--- src/rtl/pacman_motion.sv ---
// Pac-Man motion and life controller: queued turns applied at 32x32 tile alignment,
// plus an IDLE/PLAY/DYING/OVER life FSM that respawns the player and pulses ghost_reset.
module pacman_motion #(
    parameter logic [9:0] Ball_X_Start = 10'd288,
    parameter logic [9:0] Ball_Y_Start = 10'd352,
    parameter logic [9:0] Ball_Step    = 10'd1,
    parameter logic [1:0] LIVES        = 2'd3,
    parameter logic [7:0] DEATH_FRAMES = 8'd60
) (
    input  logic       frame_clk,
    input  logic       Reset,
    input  logic       game_reset,
    input  logic       game_on,
    input  logic [7:0] keycode,
    input  logic [3:0] wall,
    input  logic [3:0] ghost_hit,
    output logic [9:0] BallX,
    output logic [9:0] BallY,
    output logic [1:0] Direction,
    output logic [1:0] lives,
    output logic       ghost_reset,
    output logic       game_over,
    output logic [1:0] state_o,
    output logic       moving_o,
    output logic       queue_valid_o
);

    typedef enum logic [1:0] {
        IDLE  = 2'd0,
        PLAY  = 2'd1,
        DYING = 2'd2,
        OVER  = 2'd3
    } state_t;

    localparam logic [1:0] DIR_UP    = 2'b00;
    localparam logic [1:0] DIR_DOWN  = 2'b01;
    localparam logic [1:0] DIR_RIGHT = 2'b10;
    localparam logic [1:0] DIR_LEFT  = 2'b11;

    state_t     state_q, state_d;
    logic [9:0] x_q, x_d, y_q, y_d;
    logic [1:0] dir_q, dir_d;
    logic       moving_q, moving_d;
    logic [1:0] qdir_q, qdir_d;
    logic       qvalid_q, qvalid_d;
    logic [1:0] lives_q, lives_d;
    logic [7:0] timer_q, timer_d;
    logic       ghost_reset_q, ghost_reset_d;
    logic       grace_q, grace_d;
    logic       game_over_q, game_over_d;
    logic       aligned;

    // Bit of the wall mask that tells whether direction d is open.
    function automatic logic [1:0] wall_idx(input logic [1:0] d);
        case (d)
            DIR_UP:    wall_idx = 2'd3;
            DIR_DOWN:  wall_idx = 2'd2;
            DIR_LEFT:  wall_idx = 2'd1;
            default:   wall_idx = 2'd0;
        endcase
    endfunction

    assign aligned = (x_q[4:0] == 5'd0) && (y_q[4:0] == 5'd0);

    always_ff @(posedge frame_clk) begin
        if (Reset || game_reset) begin
            state_q       <= IDLE;
            x_q           <= Ball_X_Start;
            y_q           <= Ball_Y_Start;
            dir_q         <= DIR_UP;
            moving_q      <= 1'b0;
            qdir_q        <= DIR_UP;
            qvalid_q      <= 1'b0;
            lives_q       <= LIVES;
            timer_q       <= 8'd0;
            ghost_reset_q <= 1'b0;
            grace_q       <= 1'b0;
            game_over_q   <= 1'b0;
        end else begin
            state_q       <= state_d;
            x_q           <= x_d;
            y_q           <= y_d;
            dir_q         <= dir_d;
            moving_q      <= moving_d;
            qdir_q        <= qdir_d;
            qvalid_q      <= qvalid_d;
            lives_q       <= lives_d;
            timer_q       <= timer_d;
            ghost_reset_q <= ghost_reset_d;
            grace_q       <= grace_d;
            game_over_q   <= game_over_d;
        end
    end

    always_comb begin
        state_d       = state_q;
        x_d           = x_q;
        y_d           = y_q;
        dir_d         = dir_q;
        moving_d      = moving_q;
        qdir_d        = qdir_q;
        qvalid_d      = qvalid_q;
        lives_d       = lives_q;
        timer_d       = timer_q;
        ghost_reset_d = 1'b0;
        game_over_d   = game_over_q;
        // Grace covers the ghost_reset frame and one more, while the ghosts' die flags clear.
        grace_d       = grace_q;
        if (ghost_reset_q) begin
            grace_d = 1'b1;
        end else if (game_on) begin
            grace_d = 1'b0;
        end

        if (game_on) begin
            case (state_q)
                IDLE: state_d = PLAY;

                PLAY: begin
                    if ((|ghost_hit) && !ghost_reset_q && !grace_q) begin
                        lives_d = (lives_q == 2'd0) ? 2'd0 : lives_q - 2'd1;
                        timer_d = 8'd0;
                        state_d = DYING;
                    end else begin
                        case (keycode)
                            8'h1A: begin qdir_d = DIR_UP;    qvalid_d = 1'b1; end
                            8'h16: begin qdir_d = DIR_DOWN;  qvalid_d = 1'b1; end
                            8'h04: begin qdir_d = DIR_LEFT;  qvalid_d = 1'b1; end
                            8'h07: begin qdir_d = DIR_RIGHT; qvalid_d = 1'b1; end
                            default: ;
                        endcase
                        if (aligned) begin
                            if (qvalid_d && wall[wall_idx(qdir_d)]) begin
                                dir_d    = qdir_d;
                                moving_d = 1'b1;
                                qvalid_d = 1'b0;
                            end else if (!(moving_q && wall[wall_idx(dir_q)])) begin
                                moving_d = 1'b0;
                            end
                        end else if (qvalid_d && (qdir_d == (dir_q ^ 2'b01))) begin
                            dir_d    = qdir_d;
                            qvalid_d = 1'b0;
                        end
                        if (moving_d) begin
                            case (dir_d)
                                DIR_UP:    y_d = y_q - Ball_Step;
                                DIR_DOWN:  y_d = y_q + Ball_Step;
                                DIR_RIGHT: x_d = x_q + Ball_Step;
                                default:   x_d = x_q - Ball_Step;
                            endcase
                        end
                    end
                end

                DYING: begin
                    if (timer_q == DEATH_FRAMES - 8'd1) begin
                        if (lives_q == 2'd0) begin
                            state_d     = OVER;
                            game_over_d = 1'b1;
                        end else begin
                            x_d           = Ball_X_Start;
                            y_d           = Ball_Y_Start;
                            dir_d         = DIR_UP;
                            moving_d      = 1'b0;
                            qvalid_d      = 1'b0;
                            timer_d       = 8'd0;
                            ghost_reset_d = 1'b1;
                            state_d       = PLAY;
                        end
                    end else begin
                        timer_d = timer_q + 8'd1;
                    end
                end

                default: ;
            endcase
        end
    end

    assign BallX         = x_q;
    assign BallY         = y_q;
    assign Direction     = dir_q;
    assign lives         = lives_q;
    assign ghost_reset   = ghost_reset_q;
    assign game_over     = game_over_q;
    assign state_o       = state_q;
    assign moving_o      = moving_q;
    assign queue_valid_o = qvalid_q;

endmodule

--- config.mk ---
export PLATFORM = sky130hd
export DESIGN_NAME = pacman_motion
export DESIGN_NICKNAME = d
export VERILOG_FILES = /design/src/rtl/pacman_motion.sv
export SDC_FILE = /design/constraint.sdc
export NUM_CORES = 1
export LEC_CHECK = 0
export BUFFER_PORTS_ARGS = -buffer_cell sky130_fd_sc_hd__buf_2
export CORE_ASPECT_RATIO = 1.75
export CORE_MARGIN = 2
export CORE_UTILIZATION = 35
export DETAILED_ROUTE_END_ITERATION = 16
export PLACE_DENSITY_LB_ADDON = 0.25
export SLEW_MARGIN = 0
export SYNTH_ARGS = -nofsm -noshare
export SYNTH_HDL_FRONTEND = slang
export SYNTH_SLANG_ARGS = --single-unit
--- constraint.sdc ---
create_clock -name frame_clk -period 6.7 [get_ports frame_clk]
set_input_delay 1.005 -clock frame_clk [delete_from_list [all_inputs] [get_ports frame_clk]]
set_output_delay 1.005 -clock frame_clk [all_outputs]
set_load 0.01 [all_outputs]
==> parameters.txt <==
Parameter                              Value

Placed design
  Placed instance area    0.003114 mm^2
  Number of buffer cells added on primary ports    49
  Worst-case setup slack after placement    0.8847 ns
  # placed instances    476
  Final weighted congestion of routability-driven global placement    0.8486
  Hpwl dp    5.173 mm

Floorplanning
  Row cnt    43
  Height of the die    122.6 um
  Initial cell density of the core    35.79%
  Std-Cell Core Area    0.007855 mm^2
  Number of primary I/O pins    50
  Die X-Extent    71.75 um
  Die footprint    0.008794 mm^2

CTS
  Clock-pin slew of the registers on the worst-case setup and hold paths    0.06 ns
  CTS tree    done
  TritonCTS buffer count    5
  Clock buffer depth    2
  Clock Latency Late Sink    0.29 ns
  Post-CTS setup-driven buffer insertion count    0
  Number of sinks driven by the clock tree    41
  Count of instances resized after the clock tree is built    0
  CTS H-tree lvls    2
  Clock root buffer    sky130_fd_sc_hd__clkbuf_16
  Hold-fix buffers, CTS    0

Synthesis
  EDFF count, synth    0
  Ys flop type    sky130_fd_sc_hd__dfxtp_1
  Synth top area cells    sky130_fd_sc_hd__dfxtp_1, sky130_fd_sc_hd__ha_1, sky130_fd_sc_hd__a21oi_1, sky130_fd_sc_hd__xnor2_1, sky130_fd_sc_hd__nor2_1
  Flip-flop and latch count after synthesis    41
  Share of the synthesized area in the top cell type    29.19%
  Sequential share of the synthesized area    29.19%
  Synthesized area divided by synthesized cell count    8.079 um^2
  Post-synthesis cell type count    48
  Number of nets in the synthesized netlist    394
  YS warnings    0
  Syn Inst Count    348
  Synthesized cell area    0.002811 mm^2
  Most area-hungry cell type in the Yosys netlist    sky130_fd_sc_hd__dfxtp_1
  Fraction of synthesis flops using an asynchronous set or reset pin    0%

Setup path
  Startpoint class of the critical path    input pin
  Path depth of the worst reg2reg path    18
  Endpoint class of the critical path    register
  Worst EP required    6.85 ns
  Critical path arrival    5.67 ns
  CP max stage cell    sky130_fd_sc_hd__or3_1
  Slowest cell delay on critical path    0.49 ns
  Crit path kind    input pin to register
  Most frequent cell on the critical path    sky130_fd_sc_hd__a21oi_1
  Highest fanout seen on the critical path    10
  Crit-path cells    buf_2 -> or3_1 -> o41ai_2 -> a21oi_1 -> nor3_2 -> o2111a_2 -> mux2i_1 -> o211ai_1 -> ha_1 -> a21o_1 -> a21oi_1 -> o21bai_1 -> a21oi_1 -> o21ai_0 -> a21o_1 -> a21oi_1 -> xor2_1 -> mux2i_1 -> a21oi_1

Finish
  Count of antenna diodes in the layout    0
  Area added between synthesis and finish    17.05%
  Number of cells in the finished layout apart from fillers    484
  Area of combinational cells with multiple inputs    0.001864 mm^2
  Commonest cells after routing, fill and taps aside    sky130_fd_sc_hd__buf_2, sky130_fd_sc_hd__dfxtp_1, sky130_fd_sc_hd__a21oi_1
  Fin nets    439
  Register area    820.8 um^2
  Number of filler cells placed in the layout    816
  Commonest non-fill, non-tap cell in the layout    sky130_fd_sc_hd__buf_2
  Share of final-layout standard cells stronger than drive strength 1    17.26%
  Non-Filler Cell Area, Final    0.003291 mm^2

Pwr
  Logic pwr share    8.7%
  Fraction of power spent switching nets    23.48%
  Clock power share    49.3%
  Sequential group share of total power    41.9%
  Leakage power summed over all cells    1.320 nW
  Power density cells    179.5 mW/mm^2
  Worst vdd rail ir drop    134.8 uV
  Cell internal pwr    452.0 uW
  Sw Pwr    138.7 uW

Timing
  Unrepaired setup endpoints after global routing    no
  Smallest hold slack    0.4777 ns
  Min cycle time layout    5.518 ns
  Number of slew-limit violations in the final report    0
  Number of endpoints failing setup at the final stage    0
  Achievable Freq    0.1812 GHz
  Tightest slew margin relative to the limit    34.09%
  Final hold violation count    0
  Setup Skew    0.005862 ns
  Final worst-path cycle share    82.36%
  Accumulated negative setup slack    0 ns
  Final WS setup    1.182 ns
  Slew of the pin with the lowest slew margin    0.9843 ns

Drt
  Wire length per cell after detailed routing    14.47 um
  Number of search-and-repair iterations in the first detailed-routing pass    4
  Vias    2630
  Mean number of vias per cell    5.434
  Routed wire length    7.002 mm
  Number of nets still failing antenna checks after routing    0
  Initial DRC Count    109
  DRC violation count after routing    0

Run
  Max-cap violation count    0

Worst hold path
  WHS Path Cells    2
  Kind of path behind the tightest hold check    register to register

Global routing
  First-pass GRT wire length    11.84 mm
  Vias in the first global route    2653
  Antenna violations before repair    0
  Pin count of the biggest net entering global routing    30
  Overall Global Routing Usage    17.04%
  Remaining global-route overflow    0

Outcome
  Result of the run    completed
final cells by class:
| class | count | area share, % |
|---|---|---|
| well taps | 90 | 3.422 |
| multi-input cells | 278 | 56.65 |
| flip-flops and latches | 41 | 24.94 |
| clock buffers | 6 | 4.221 |
| repair buffers | 50 | 7.681 |
| clock inverters | 2 | 1.141 |
| inverters | 17 | 1.939 |
final timing paths:
check,startpoint,slack (ns),endpoint
worst min register to register,BallY[7],0.48,BallY[7]
worst min-delay path,BallY[7],0.48,BallY[7]
worst max-delay path,keycode[7],1.18,BallY[9]
worst max register to register,BallX[1],1.95,BallX[9]
power by group through the flow:
stage	clock, mW	sequential, mW	combinational (mW)
global placement	0	0.253	0.0504
floorplan	0	0.253	0.0350
CTS	0.297	0.248	0.0518
global route	0.305	0.248	0.0581
detailed placement	0	0.253	0.0514
finish	0.291	0.248	0.0516
through the flow:
stage	total power, mW	utilization, %
final	0.5907	41.89
after global routing	0.6114	41.89
after CTS	0.5964	41.89
after detailed placement	0.3045	39.65
after global placement	0.3035	39.65
after floorplan	0.2884	-
cells in the mapped netlist (6+ instances only):
| cell | instances |
|---|---|
| sky130_fd_sc_hd__nand2_1 | 30 |
| sky130_fd_sc_hd__o21bai_1 | 8 |
| sky130_fd_sc_hd__or3_1 | 14 |
| sky130_fd_sc_hd__xnor2_1 | 19 |
| sky130_fd_sc_hd__a21o_1 | 6 |
| sky130_fd_sc_hd__ha_1 | 24 |
| sky130_fd_sc_hd__xor2_1 | 8 |
| sky130_fd_sc_hd__nor3_1 | 16 |
| sky130_fd_sc_hd__clkbuf_1 | 8 |
| sky130_fd_sc_hd__nor2_1 | 37 |
| sky130_fd_sc_hd__o21ai_0 | 7 |
| sky130_fd_sc_hd__o21ai_1 | 7 |
| sky130_fd_sc_hd__inv_1 | 17 |
| sky130_fd_sc_hd__nand3_1 | 7 |
| sky130_fd_sc_hd__dfxtp_1 | 41 |
| sky130_fd_sc_hd__nor2b_1 | 6 |
| sky130_fd_sc_hd__a21oi_1 | 39 |
cell families (layout without fill, tap and decap cells):
logic type	Yosys count	count (layout)	synth area share (%)
flops	41	41	29.19
xor+xnor	27	27	8.411
fa+ha+maj	26	26	12.11
simple gates	128	128	22.43
mux	5	5	2.225
compound gates	92	92	21.14
buf+inv	29	75	4.495
worst max-delay path, delay by kind of cell:
kind / cells / cell delay, ns
muxes: 2 / 0.50
AOI/OAI and AO/OA: 12 / 2.71
adders and majority gates: 1 / 0.45
xor gates and xnor gates: 1 / 0.20
and+or+nand+nor: 2 / 0.69
buffers and inverters: 1 / 0.10
per-layer routing:
metal  track usage (%)  up-vias  part of all wire (%)
met1             17.24     1234                    40
met5                 0        -                     0
met4             8.608        0                   3.3
met3             3.038       18                   3.6
li1                  -     1326                     -
met2             32.41       52                    53
flip-flops by register name, summed over array words and instances, names as in the netlist, 2 cells and up:
name / flops
state_o: 2
lives: 2
Direction: 2
timer_q: 8
qdir_q: 2
BallX: 10
BallY: 10
Note: power is estimated with default switching activity, not from simulation.
